==> config.mk <==
export PLATFORM = sky130hd
export DESIGN_NAME = nap_scheduler
export DESIGN_NICKNAME = d
export VERILOG_FILES = /design/src/rtl/nap_scheduler.sv
export SDC_FILE = /design/constraint.sdc
export NUM_CORES = 1
export LEC_CHECK = 0
export CORE_MARGIN = 1
export CORE_UTILIZATION = 49
export CTS_BUF_LIST = sky130_fd_sc_hd__clkbuf_8
export DETAILED_ROUTE_END_ITERATION = 10
export PLACE_DENSITY = 0.89
export SLEW_MARGIN = 20
export SYNTH_ARGS = -nofsm -noshare
export SYNTH_HDL_FRONTEND = slang
export SYNTH_SLANG_ARGS = --single-unit
==> constraint.sdc <==
create_clock -name clock -period 1.93 [get_ports clock]
set_clock_uncertainty 0.05 [all_clocks]
set_input_delay 0.386 -clock clock [delete_from_list [all_inputs] [get_ports clock]]
set_output_delay 0.386 -clock clock [all_outputs]
set_load 0.05 [all_outputs]
==> src/rtl/nap_scheduler.sv <==
// nap_scheduler: nap countdown with ring, snooze and cancel handling, driving alarm start/stop pulses.
module nap_scheduler #(
    parameter int CYC_PER_MIN = 60,
    parameter int MAX_SNOOZE  = 3,
    parameter int RING_MIN    = 2
) (
    input  logic       clock,
    input  logic       reset,
    input  logic       go,
    input  logic       cancel,
    input  logic [5:0] nap_min,
    input  logic [3:0] snooze_min,
    input  logic       user_stop,
    input  logic       snooze_btn,
    output logic       alarm_start,
    output logic       alarm_stop,
    output logic [2:0] state_out,
    output logic [5:0] remaining,
    output logic [1:0] snooze_cnt,
    output logic       done
);
    localparam int RT = RING_MIN * CYC_PER_MIN;
    localparam int PW = $clog2(CYC_PER_MIN);
    localparam int RW = $clog2(RT);
    localparam logic [PW-1:0] P_MAX = PW'(CYC_PER_MIN - 1);
    localparam logic [RW-1:0] R_MAX = RW'(RT - 1);

    typedef enum logic [2:0] {
        IDLE   = 3'd0,
        NAP    = 3'd1,
        RING   = 3'd2,
        SNOOZE = 3'd3,
        DONE   = 3'd4
    } state_t;

    state_t          state;
    logic [PW-1:0]   prescaler;
    logic [RW-1:0]   ring_timer;

    assign state_out = state;

    // Scheduler FSM; every output is a register, pulses default low each cycle.
    always_ff @(posedge clock or posedge reset) begin
        if (reset) begin
            state       <= IDLE;
            prescaler   <= '0;
            ring_timer  <= '0;
            remaining   <= '0;
            snooze_cnt  <= '0;
            done        <= 1'b0;
            alarm_start <= 1'b0;
            alarm_stop  <= 1'b0;
        end else begin
            alarm_start <= 1'b0;
            alarm_stop  <= 1'b0;
            case (state)
                IDLE, DONE: begin
                    if (cancel) begin
                        state <= IDLE;
                        done  <= 1'b0;
                    end else if (go && nap_min != 6'd0) begin
                        state      <= NAP;
                        remaining  <= nap_min;
                        prescaler  <= '0;
                        snooze_cnt <= '0;
                        done       <= 1'b0;
                    end
                end
                NAP, SNOOZE: begin
                    if (cancel) begin
                        state      <= IDLE;
                        remaining  <= '0;
                        snooze_cnt <= '0;
                        alarm_stop <= 1'b1;
                    end else if (prescaler == P_MAX) begin
                        prescaler <= '0;
                        if (remaining == 6'd1) begin
                            state       <= RING;
                            remaining   <= '0;
                            ring_timer  <= '0;
                            alarm_start <= 1'b1;
                        end else begin
                            remaining <= remaining - 6'd1;
                        end
                    end else begin
                        prescaler <= prescaler + 1'b1;
                    end
                end
                RING: begin
                    if (cancel) begin
                        state      <= IDLE;
                        remaining  <= '0;
                        snooze_cnt <= '0;
                        alarm_stop <= 1'b1;
                    end else if (user_stop) begin
                        state      <= DONE;
                        done       <= 1'b1;
                        alarm_stop <= 1'b1;
                    end else if (snooze_btn && snooze_cnt < 2'(MAX_SNOOZE) && snooze_min != 4'd0) begin
                        state      <= SNOOZE;
                        alarm_stop <= 1'b1;
                        snooze_cnt <= snooze_cnt + 2'd1;
                        remaining  <= {2'b00, snooze_min};
                        prescaler  <= '0;
                    end else if (ring_timer == R_MAX) begin
                        state      <= DONE;
                        done       <= 1'b1;
                        alarm_stop <= 1'b1;
                    end else begin
                        ring_timer <= ring_timer + 1'b1;
                    end
                end
                default: begin
                    state <= IDLE;
                    done  <= 1'b0;
                end
            endcase
        end
    end
endmodule

==> flow_metrics.py <==
metrics = {
    "status": {
        "status": "finished with violations",
        "violations": "setup timing",
    },
    "synthesis": {
        "synthAdderAreaFrac_pct": 3.682,
        "yosysWarnings": 0,
        "synth-async-reset-ratio_pct": 100.0,
        "synth_fp_nets": 217,
        "synth_top_area_share_pct": 39.76,
        "postSynthCellCount": 196,
        "syn_area_mm2": 0.001699,
        "synth_top_area_cell": "dfrtp_1",
        "synthSimpleGateAreaFrac_pct": 24.30,
        "ys_seq_elements": 27,
        "synth_cell_types": 46,
        "synthesis.area_per_instance_um2": 8.669,
        "synth_edf_count": 0,
        "synth.mux.area_fraction_pct": 0.6627,
        "synth_area_leaders": "dfrtp_1 (40%), o21ai_0 (6.2%), a21oi_1 (5.6%)",
        "synth_ff_type": "dfrtp_1",
        "ys_seq_area_share_pct": 39.76,
        "yosys.area_share.xor_xnor_pct": 0.5155,
        "synth_top_family_by_area": "compound AO/OA/AOI/OAI gates",
        "synth-compound-area-share_pct": 26.66,
    },
    "sta": {
        "fin_crit_ns": 1.940,
        "slew_headroom_pct": 67.43,
        "period_share_pct": 100.5,
        "max_slew.worst_pin.slew_ns": 0.4870,
        "setup_viol": 2,
        "final.setup.worst_slack_ns": -0.01017,
        "setup_tns_ns": -0.01074,
        "finalHoldViolations": 0,
        "rsz0062_at_grt": "yes",
        "max_freq_mhz": 515.4,
        "drv_slew": 0,
    },
    "setup_path": {
        "cp_max_fo": 7,
        "crit_family": "compound AO/OA/AOI/OAI gates",
        "required_ns": 2.05,
        "cp_num_buf_inv": 0,
        "setup.worst_path.end_class": "flip-flop",
        "slowest_stage": "dfrtp_2",
        "max_stage_delay_ns": 0.44,
        "cp_data_arrival_time_ns": 2.06,
        "path_cells": "ha_4, nor3b_4, nand2_2, a221oi_4, o21ai_1, a22o_1",
        "start_kind": "flip-flop",
        "worstSetupPathType": "flip-flop to flip-flop",
        "ff2ff_setup_slack_ns": -0.01,
    },
    "final_layout": {
        "finish.utilization_pct": 81.96,
        "fin_nets": 305,
        "layout_common_cells": "buf_4 (70), dfrtp_1 (20), nand2_1 (18)",
        "fillers": 192,
        "drive_gt1_share_pct": 44.88,
        "seqCellArea_um2": 684.4,
        "final_common_cell": "buf_4",
        "multi_input_area_mm2": 0.001185,
        "areaGrowthSynthToFinish_pct": 60.97,
        "antenna_cells": 0,
    },
    "grt": {
        "grtUsageTotal_pct": 33.08,
        "grt_first_pass_wirelength_um": 8956,
        "grt_max_degree": 28,
        "antenna_found_initial": 0,
        "overflow": 0,
        "grt_pass1_vias": 1881,
    },
    "die": {
        "die_height_um": 60.89,
        "rows": 21,
        "die-area_mm2": 0.003707,
        "initial_core_util_pct": 50.92,
        "ios": 30,
        "die_w_um": 60.89,
        "fp.coreArea_mm2": 0.003337,
    },
    "run": {
        "drv_cap": 0,
    },
    "clocking": {
        "cts_max_level": 1,
        "numCtsBuffers": 3,
        "cts_tree": "done",
        "cts_root_buffer": "clkbuf_8",
        "cts_buffer_depth": 2,
        "clk_latency_ns": 0.28,
        "clkTransAtPathRegs_ns": 0.10,
        "cts.sinks": 27,
    },
    "place": {
        "numPortBuffers": 29,
        "gp_congestion": 0.9457,
        "dp_hpwl_um": 3842,
    },
    "power": {
        "ir_worst_vdd_v": 0.0006615,
        "p_total_mw": 1.838,
        "power_density_mw_per_mm2": 672.1,
        "power.leakage_nw": 1.258,
    },
    "drt": {
        "drt_iter0_drc": 190,
        "totalWireLength_um": 5877,
        "drt_first_pass_iters": 7,
        "vias": 2010,
        "wl_per_cell_um": 17.86,
        "drcViolationCount": 0,
        "final_antenna_net_count": 0,
        "viasPerCell": 6.109,
    },
    "min_path": {
        "hold_path.class": "input pin to asynchronous set/reset pin",
    },
}
cell usage after synthesis, types with 2 or more instances:
cell and count:
a211o_1 2, a211oi_1 2, a21boi_0 2, a21o_1 2, a21oi_1 19, a22o_1 2
and2_1 3, and3_1 3, and4_1 2, buf_2 3, clkbuf_1 4, dfrtp_1 27
ha_1 5, inv_1 9, nand2_1 19, nand2b_1 3, nand3_1 3, nand4_1 2
nor2_1 14, nor2b_1 5, nor3_1 5, nor3b_1 4, nor4_1 2, nor4b_1 2
o21ai_0 21, o22ai_1 3, o31ai_1 5, or4_1 5
tightest hold or removal path, cell delays in order:
cell             delay, ns
clkdlybuf4s50_1       0.40
inv_1                 0.05
buf_4                 0.32
area by class of cell:
| type | count | share of cell area (%) |
|---|---|---|
| clock buffers | 3 | 1.510 |
| clock inverters | 1 | 0.1830 |
| inverters | 9 | 1.235 |
| multi-input cells | 152 | 43.32 |
| flip-flops and latches | 27 | 25.02 |
| well taps | 46 | 2.104 |
| repair buffers | 91 | 26.62 |
state kept, by name, summed over array words and instances (netlist names):
signal and count:
ring_timer 7, alarm_start 1, alarm_stop 1, prescaler 6, state_out 3, done 1
snooze_cnt 2, remaining 6
timing repair:
action	CTS	global route
endpoints found under the setup margin	25	19
resized for setup	34	34
pin swaps	8	14
hold buffers	0	0
buffers inserted	7	5
where the power goes:
group | leakage (nW) | internal, mW | switching (mW)
clock network | 0.0255 | 0.145 | 0.188
registers | 0.351 | 0.631 | 0.0631
logic | 0.882 | 0.369 | 0.442
kinds of logic (layout without fill, tap and decap cells):
group | Yosys count | count (layout)
buf+inv | 17 | 104
mux | 1 | 1
simple gates | 76 | 76
xor+xnor | 1 | 1
flops | 27 | 27
fa+ha+maj | 5 | 5
compound gates | 69 | 69
per-stage QoR:
step | hold slack, ns | worst slack (ns) | instances | area (µm²)
finish | 0.4183 | -0.01017 | 329 | 2735
global route | 0.4513 | -0.1048 | 329 | 2735
CTS | 0.4322 | -0.05380 | 324 | 2585
detailed placement | 0.4559 | -0.5470 | 313 | 2451
global placement | 0.4579 | -0.4786 | 313 | 2451
floorplan | 0.3882 | -0.1393 | 196 | 1810
worst paths after layout:
kind	startpoint	end	cells past startpoint
min in group clock	snooze_min[1]	remaining[1]$_DFFE_PP0P_	4
max reg2reg	snooze_cnt[1]$_DFFE_PP0P_	prescaler[5]$_DFFE_PP0P_	6
min	reset	ring_timer[5]$_DFFE_PP0P_	3
max	snooze_cnt[1]$_DFFE_PP0P_	prescaler[5]$_DFFE_PP0P_	6
max in group asynchronous	reset	remaining[0]$_DFFE_PP0P_	3
min reg2reg	done$_DFFE_PP0P_	done$_DFFE_PP0P_	1
routing by layer:
layer	vias to the layer above	wire length, µm	track usage (%)
li1	906	-	-
met2	115	2961	55.89
met3	21	339	4.691
met1	968	2397	42.10
met5	-	0	0
met4	0	178	14.61
Note: power is estimated with default switching activity, not from simulation.
